**config.mk**
```make
export PLATFORM = sky130hd
export DESIGN_NAME = mc_control
export DESIGN_NICKNAME = d
export VERILOG_FILES = /design/src/rtl/mc_control.sv
export SDC_FILE = /design/constraint.sdc
export NUM_CORES = 1
export LEC_CHECK = 0
export BUFFER_PORTS_ARGS = -buffer_cell sky130_fd_sc_hd__buf_2
export CAP_MARGIN = 30
export CORE_MARGIN = 2
export CORE_UTILIZATION = 30
export CTS_BUF_LIST = sky130_fd_sc_hd__clkbuf_4 sky130_fd_sc_hd__clkbuf_8
export CTS_CLUSTER_SIZE = 25
export DETAILED_ROUTE_END_ITERATION = 10
export PLACE_DENSITY = 0.63
export REMOVE_ABC_BUFFERS = 1
export SYNTH_ARGS = -nofsm -noshare
export SYNTH_HDL_FRONTEND = slang
export SYNTH_SLANG_ARGS = --single-unit
```
**constraint.sdc**
```tcl
create_clock -name clk -period 3.75 [get_ports clk]
set_clock_uncertainty 0.05 [all_clocks]
set_input_delay 0.75 -clock clk [delete_from_list [all_inputs] [get_ports clk]]
set_output_delay 0.75 -clock clk [all_outputs]
set_load 0.02 [all_outputs]
```
**src/rtl/mc_control.sv**
```systemverilog
// -----------------------------------------------------------------------------
// mc_control -- multicycle main control FSM for the 16-bit processor.
//
// Sequences every instruction through fetch / decode / execute / memory /
// writeback and drives the datapath selects and enables. FlagW, RegWA, RegWB
// and JM are raw requests; condlogic gates them with the condition result.
//
// Opcode map (Instr[15:11]):
//   0xxxx          data processing, ALU op = Instr[14:11], S bit = Instr[10]
//   10000..10101   jumps (conditional / unconditional)
//   10110          LOAD
//   10111          STORE
//   11xxx          illegal -> HALT
//
// Ports:
//   clk         in   1   system clock, rising edge
//   reset       in   1   asynchronous, active-high reset (FSM -> IDLE)
//   Instr       in  16   instruction register output, used from DECODE on
//   mem_ready   in   1   memory handshake (only with MC_CTRL_WAIT_EN)
//   IRWrite     out  1   load instruction register
//   PCWrite     out  1   load PC with ALU result (PC+1)
//   AdrSrc      out  1   memory address: 0 = PC, 1 = ALUOut
//   MemWrite    out  1   data memory write strobe
//   ALUSrcA     out  1   0 = PC, 1 = register A
//   ALUSrcB     out  2   00 = reg B, 01 = immediate, 10 = constant 1
//   ResultSrc   out  2   00 = ALUOut, 01 = read data, 10 = ALU result
//   ALUControl  out  4   ALU operation, 0000 = ADD
//   FlagW       out  1   flag write request
//   RegWA       out  1   register write request, port A
//   RegWB       out  1   register write request, port B (SWAP)
//   JM          out  1   jump request
//   Halted      out  1   high while in HALT
//
// Build option:
//   MC_CTRL_WAIT_EN  when defined, FETCH, MEMRD and MEMWR stall while
//                    mem_ready is low. When undefined, mem_ready is ignored
//                    and memory is single-cycle.
// -----------------------------------------------------------------------------
module mc_control (
  input  logic        clk,
  input  logic        reset,
  input  logic [15:0] Instr,
  input  logic        mem_ready,
  output logic        IRWrite,
  output logic        PCWrite,
  output logic        AdrSrc,
  output logic        MemWrite,
  output logic        ALUSrcA,
  output logic [1:0]  ALUSrcB,
  output logic [1:0]  ResultSrc,
  output logic [3:0]  ALUControl,
  output logic        FlagW,
  output logic        RegWA,
  output logic        RegWB,
  output logic        JM,
  output logic        Halted
);

  typedef enum logic [3:0] {
    S_IDLE   = 4'd0,
    S_FETCH  = 4'd1,
    S_DECODE = 4'd2,
    S_EXECR  = 4'd3,
    S_ALUWB  = 4'd4,
    S_JUMP   = 4'd5,
    S_MEMADR = 4'd6,
    S_MEMRD  = 4'd7,
    S_MEMWB  = 4'd8,
    S_MEMWR  = 4'd9,
    S_HALT   = 4'd10
  } state_t;

  localparam logic [3:0] ALU_ADD  = 4'b0000;
  localparam logic [3:0] ALU_CMP  = 4'b1110;
  localparam logic [3:0] ALU_SWAP = 4'b1111;

  localparam logic [1:0] SRCB_REG = 2'b00;
  localparam logic [1:0] SRCB_IMM = 2'b01;
  localparam logic [1:0] SRCB_ONE = 2'b10;

  localparam logic [1:0] RES_ALUOUT = 2'b00;
  localparam logic [1:0] RES_RDATA  = 2'b01;
  localparam logic [1:0] RES_ALU    = 2'b10;

  state_t      state_reg;
  state_t      state_next;

  logic [4:0]  op_class;
  logic [3:0]  alu_op;
  logic        set_flags;
  logic        is_store;
  logic        mem_go;
  logic        unused_inputs;

  assign op_class  = Instr[15:11];
  assign alu_op    = Instr[14:11];
  assign set_flags = Instr[10];
  // LOAD (10110) and STORE (10111) differ only in the lowest opcode bit.
  assign is_store  = Instr[11];

  // mem_go is the "memory access completes this cycle" qualifier.
`ifdef MC_CTRL_WAIT_EN
  assign mem_go        = mem_ready;
  assign unused_inputs = ^Instr[9:0];
`else
  assign mem_go        = 1'b1;
  assign unused_inputs = ^{Instr[9:0], mem_ready};
`endif

  // ---------------------------------------------------------------------------
  // State register. Asynchronous reset so that every output (all decoded from
  // this register) drops the moment reset rises, even mid-write.
  // ---------------------------------------------------------------------------
  always_ff @(posedge clk or posedge reset) begin
    if (reset) begin
      state_reg <= S_IDLE;
    end else begin
      state_reg <= state_next;
    end
  end

  // ---------------------------------------------------------------------------
  // Next-state logic
  // ---------------------------------------------------------------------------
  always_comb begin
    state_next = state_reg;
    case (state_reg)
      S_IDLE: begin
        state_next = S_FETCH;
      end

      S_FETCH: begin
        if (mem_go) begin
          state_next = S_DECODE;
        end
      end

      S_DECODE: begin
        if (!op_class[4]) begin
          state_next = S_EXECR;            // 0xxxx data processing
        end else if (op_class[3]) begin
          state_next = S_HALT;             // 11xxx illegal
        end else if (op_class[2:1] == 2'b11) begin
          state_next = S_MEMADR;           // 10110 / 10111
        end else begin
          state_next = S_JUMP;             // 10000 .. 10101
        end
      end

      S_EXECR: begin
        state_next = S_ALUWB;
      end

      S_ALUWB: begin
        state_next = S_FETCH;
      end

      S_JUMP: begin
        state_next = S_FETCH;
      end

      S_MEMADR: begin
        state_next = is_store ? S_MEMWR : S_MEMRD;
      end

      S_MEMRD: begin
        if (mem_go) begin
          state_next = S_MEMWB;
        end
      end

      S_MEMWB: begin
        state_next = S_FETCH;
      end

      S_MEMWR: begin
        if (mem_go) begin
          state_next = S_FETCH;
        end
      end

      S_HALT: begin
        state_next = S_HALT;               // only reset leaves HALT
      end

      default: begin
        state_next = S_IDLE;
      end
    endcase
  end

  // ---------------------------------------------------------------------------
  // Output decode. Outputs are decoded from the state register (and Instr in
  // the states that need the opcode) rather than registered separately: this
  // lets the fetch strobes follow mem_ready within the same cycle and lets
  // reset clear every output without waiting for an edge.
  // ---------------------------------------------------------------------------
  always_comb begin
    IRWrite    = 1'b0;
    PCWrite    = 1'b0;
    AdrSrc     = 1'b0;
    MemWrite   = 1'b0;
    ALUSrcA    = 1'b0;
    ALUSrcB    = SRCB_REG;
    ResultSrc  = RES_ALUOUT;
    ALUControl = ALU_ADD;
    FlagW      = 1'b0;
    RegWA      = 1'b0;
    RegWB      = 1'b0;
    JM         = 1'b0;
    Halted     = 1'b0;

    case (state_reg)
      S_FETCH: begin
        // PC+1 path; the strobes fire only on the cycle the fetch completes
        // so a stalled fetch does not advance the PC more than once.
        IRWrite    = mem_go;
        PCWrite    = mem_go;
        AdrSrc     = 1'b0;
        ALUSrcA    = 1'b0;
        ALUSrcB    = SRCB_ONE;
        ALUControl = ALU_ADD;
        ResultSrc  = RES_ALU;
      end

      S_EXECR: begin
        ALUSrcA    = 1'b1;
        ALUSrcB    = SRCB_REG;
        ALUControl = alu_op;
        FlagW      = set_flags;
      end

      S_ALUWB: begin
        ResultSrc = RES_ALUOUT;
        RegWA     = (alu_op != ALU_CMP);   // CMP only updates flags
        RegWB     = (alu_op == ALU_SWAP);  // SWAP writes both ports
      end

      S_JUMP: begin
        // Branch target = PC + imm; the actual PC load is steered by condlogic
        // via JMux, so PCWrite stays low here.
        JM         = 1'b1;
        ALUSrcA    = 1'b0;
        ALUSrcB    = SRCB_IMM;
        ALUControl = ALU_ADD;
      end

      S_MEMADR: begin
        ALUSrcA    = 1'b1;
        ALUSrcB    = SRCB_IMM;
        ALUControl = ALU_ADD;
      end

      S_MEMRD: begin
        AdrSrc = 1'b1;
      end

      S_MEMWB: begin
        ResultSrc = RES_RDATA;
        RegWA     = 1'b1;
      end

      S_MEMWR: begin
        // MemWrite is held for the whole access, including wait cycles.
        AdrSrc   = 1'b1;
        MemWrite = 1'b1;
      end

      S_HALT: begin
        Halted = 1'b1;
      end

      default: begin
      end
    endcase
  end

endmodule

```
-- After elaboration in Yosys (flattened, before gate mapping)
Cells that the tools add are included.
- word-level logic and storage cells: 36
- flip-flop bits (word level): 4
- output and inout bits: 18
- multiplexer cells: 17
- reduce and logical (&&, ||, !) cells: 5
- equal/unequal tests: 13
- operators with widths (operator ; count):
    one-hot mux 4 bit (7 select lines) ; 1
    equality test 4 x 3 -> 1 bit (second input constant) ; 4
    equality test 4 bit (second input constant) ; 4
    two-way mux 4 bit ; 4
    equality test 4 x 2 -> 1 bit (second input constant) ; 2
    two-way mux 1 bit ; 8
    one-hot mux 2 bit (2 select lines) ; 2
    OR reduction 2 bit ; 3
    OR reduction 5 bit ; 1
    equality test 4 x 1 -> 1 bit (second input constant) ; 1
    logical NOT 4 bit ; 1
    inequality test 4 bit (second input constant) ; 1
    equality test 2 bit (second input constant) ; 1
    two-way mux 2 bit ; 1
    one-hot mux 1 bit (2 select lines) ; 1

-- Logic depth before layout (Yosys ltp)
- word-level depth: 5
- mapped depth: 4
- mapped depth without buffers: 3

-- Worst setup path after synthesis
No wires, ideal clock.
- path type: register -> output
- start point: register state_reg[2]
- end point: output ALUSrcB[1]
- cell stages (with the launch flop): 4
- required time: 2.950 ns
- buffers on the path: 2
- slack: 1.475 ns
- arrival: 1.475 ns
- cell sequence: dfrtp_1 buf_4 nor3_1 buf_4
- word-level cells in the longest chain between the ends: 3
- elaborated cells between the ends (all ways): 5
- RTL lines (what ; RTL line ; RTL):
    start, declared ; 85 ; state_t state_reg;
    start signal, assigned ; 118 ; state_reg <= state_next;
    equality test 4 x 3 -> 1 bit ; 213 ; case (state_reg)
    OR reduction 2 bit (no source line) ; -- ;
    one-hot mux 2 bit (2 select lines) * ; 213 ;
    end, declared ; 49 ; output logic [1:0] ALUSrcB,
Mark *: on every way between the ends. The rest lies on a longest branch, timed or not.

-- Worst setup path in the final report
- start point: register state_reg[1]
- end point: output IRWrite
- word-level cells in the longest chain between the ends: 2
- RTL lines (what ; RTL line ; RTL):
    equality test 4 x 1 -> 1 bit ; 213 ;
    two-way mux 1 bit ; 213 ;
    end, declared ; 44 ; output logic IRWrite,
No other way between the ends.

==> results.json <==
{
  "run_status": "finished clean",
  "synth_cells": 56,
  "final_core_utilization_pct": 41.6,
  "fin_ws_ns": 1.35,
  "totalNegativeSetupSlack_ns": 0,
  "timing_worst_setup_path_type": "flip-flop to primary output",
  "synth-seq-area-share_pct": 24.1,
  "synth.avg_cell_area_um2": 7.42,
  "worstSkewPairLatency_ns": 0.24,
  "post_route_cells_drive_above_1_share_pct": 38.5,
  "endpoint_kind": "primary output",
  "worstRegToRegCells": 3,
  "antenna_found_initial": 0,
  "top_level_ports": 37,
  "synth.lib_cells_used.distinct": 26,
  "static-leakage-power_nw": 0.282,
  "postCtsSetupBuffers": 0,
  "vias_per_cell": 5.03,
  "avgRoutedWirePerCell_um": 10.4,
  "max-vdd-ir-drop_uv": 278,
  "numCtsBuffers": 3,
  "tightest_slew_ns": 0.413,
  "die_x_um": 41.2,
  "r2r_slack_ns": 2.31,
  "grt_pass1_vias": 359,
  "worst_endpoint_required_time_ns": 2.95,
  "max-clock-path-buffers": 2,
  "largest_register_ffs": 4,
  "hold_viol": 0,
  "post-synth-top-area-cell": "dfrtp_1",
  "grt_max_degree": 13,
  "global_route_wire_length_before_repair_mm": 1.59,
  "clk_pin_slew_ns": 0.04,
  "detail_route.drc_violations": 0,
  "holdCritPathClass": "input pin to asynchronous set/reset pin",
  "r2r_start": "state_reg[1]$_DFF_PP0_",
  "detail_route.first_pass.iterations": 5,
  "cts_tree": "done",
  "port-buffer-count": 25,
  "place_ws_ns": 1.53,
  "final_max_slew_viol_count": 0,
  "clkSinkCount": 4,
  "mappedNetlistArea_um2": 415,
  "reg2reg_end": "state_reg[1]$_DFF_PP0_",
  "cts-resized-gates": 0,
  "ys_top_cells_by_area": "dfrtp_1 (24%), and2_1 (11%), buf_4 (7.2%)",
  "grt_overflow": 0,
  "synth_seq_cells": 4,
  "synth_to_final_area_change_pct": 30.4,
  "worst_setup_path_start_kind": "flip-flop",
  "finalWorstPathRequiredPeriod_ns": 2.40,
  "arrival_ns": 1.60,
  "num_rows": 13,
  "p_per_area_mw_per_mm2": 823,
  "setup_viol_count_final": 0,
  "yosysTopAreaCellShare_pct": 24.1,
  "cts.hold.buffers_added": 0,
  "gp_congestion": 0.751,
  "fmax_mhz": 417,
  "rsz0062_at_grt": "no",
  "critical_path.max_fanout": 12,
  "h-tree-depth": 1,
  "cap_viol_max_count": 0,
  "final_min_period_over_clock_period_pct": 64.0,
  "timing.slew.headroom_pct": 72.2,
  "finalNetCount": 99,
  "drt-initial-drc-count": 7,
  "antenna_cells_inserted": 0,
  "design.die.area_mm2": 0.00170,
  "start_util_pct": 31.9,
  "totalWireLength_um": 971,
  "clock-root-buffer": "clkbuf_4",
  "count_of_nets_left_with_antenna_violations_after_detail_routing": 0,
  "global_route_total_usage_across_every_layer_pct": 14.8,
  "core-area_mm2": 0.00130,
  "synth-warning-count": 0,
  "vias": 468,
  "hpwl_um": 713,
  "die_h_um": 41.2
}
cells in the mapped netlist, drive strengths merged:
| cell type | n |
|---|---|
| and2 | 7 |
| buf | 6 |
| nor2 | 6 |
| nor3 | 5 |
| dfrtp | 4 |
| nand2b | 4 |
| a21oi | 3 |
| and3 | 2 |
| inv | 2 |
| nand2 | 2 |
| nor2b | 2 |
| o21ai | 2 |
| a211oi | 1 |
| a311oi | 1 |
| mux2i | 1 |
| nand3 | 1 |
| nand4 | 1 |
| nand4bb | 1 |
| nor4 | 1 |
| o21bai | 1 |
| o32ai | 1 |
| or3 | 1 |
| xnor2 | 1 |
area by class of cell:
| cell class | count | area (µm²) |
|---|---|---|
| clock buffer | 3 | 22.5 |
| fill | 154 | 759 |
| inverter | 2 | 7.51 |
| multi-input combinational | 44 | 268 |
| sequential | 4 | 100 |
| tap | 15 | 18.8 |
| timing repair buffer | 25 | 125 |
worst max-delay path by stage:
stage / from / end / cells after the start
3_3_place_gp: Instr[14] / RegWA / 5
2_1_floorplan: state_reg[1]$_DFF_PP0_ / ALUSrcB[1] / 2
6_report: state_reg[1]$_DFF_PP0_ / IRWrite / 3
4_1_cts: state_reg[1]$_DFF_PP0_ / IRWrite / 3
3_5_place_dp: Instr[14] / RegWA / 5
5_1_grt: state_reg[1]$_DFF_PP0_ / ResultSrc[1] / 3
per-layer routing:
metal / GRT usage (%) / wire [µm] / up-vias
met5: 0 / 0 / -
met4: 12.1 / 22 / 0
met3: 3.26 / 52 / 2
met2: 18.4 / 429 / 20
met1: 21.0 / 467 / 210
li1: - / - / 236
per-stage QoR:
stage	power (mW)	instances	hold slack, ns	instance area [µm²]
finish	0.446	93	0.327	542
global route	0.491	93	0.330	542
CTS	0.451	93	0.329	542
detailed placement	0.395	90	0.581	519
global placement	0.393	90	0.578	519
floorplan	0.304	50	0.466	375
cell families (layout without fill, tap and decap cells):
group | Yosys count | after routing | synth area share, %
buffers and inverters | 8 | 30 | 11.4
AO/OA/AOI/OAI | 9 | 9 | 13.9
multiplexers | 1 | 1 | 2.41
AND/OR/NAND/NOR | 33 | 33 | 46.1
flip-flops | 4 | 4 | 24.1
XOR/XNOR | 1 | 1 | 2.11
placed cells by master (no fill, tap or decap), drive strengths merged:
master | Yosys | layout
dfrtp | 4 | 4
nor3 | 5 | 5
mux2i | 1 | 1
nor2 | 6 | 6
o21ai | 2 | 2
inv | 2 | 2
nand4bb | 1 | 1
nand4 | 1 | 1
nor2b | 2 | 2
and2 | 7 | 7
o21bai | 1 | 1
and3 | 2 | 2
or3 | 1 | 1
a21oi | 3 | 3
nor4 | 1 | 1
o32ai | 1 | 1
a311oi | 1 | 1
buf | 6 | 25
a211oi | 1 | 1
nand3 | 1 | 1
clkbuf | 0 | 3
xnor2 | 1 | 1
nand2 | 2 | 2
nand2b | 4 | 4
power by group:
group          switching [mW]  total (mW)  leakage (nW)  internal (mW)
sequential             0.0538       0.115        0.0508         0.0614
clock                  0.0179      0.0537        0.0138         0.0358
combinational           0.165       0.277         0.217          0.112
worst max-delay path: stages (launching register included):
cell and delay [ns]:
dfrtp_1 0.50, nand2b_1 0.26, nor3_1 0.36, buf_2 0.25
No activity file was read; power rests on OpenSTA's default activity.
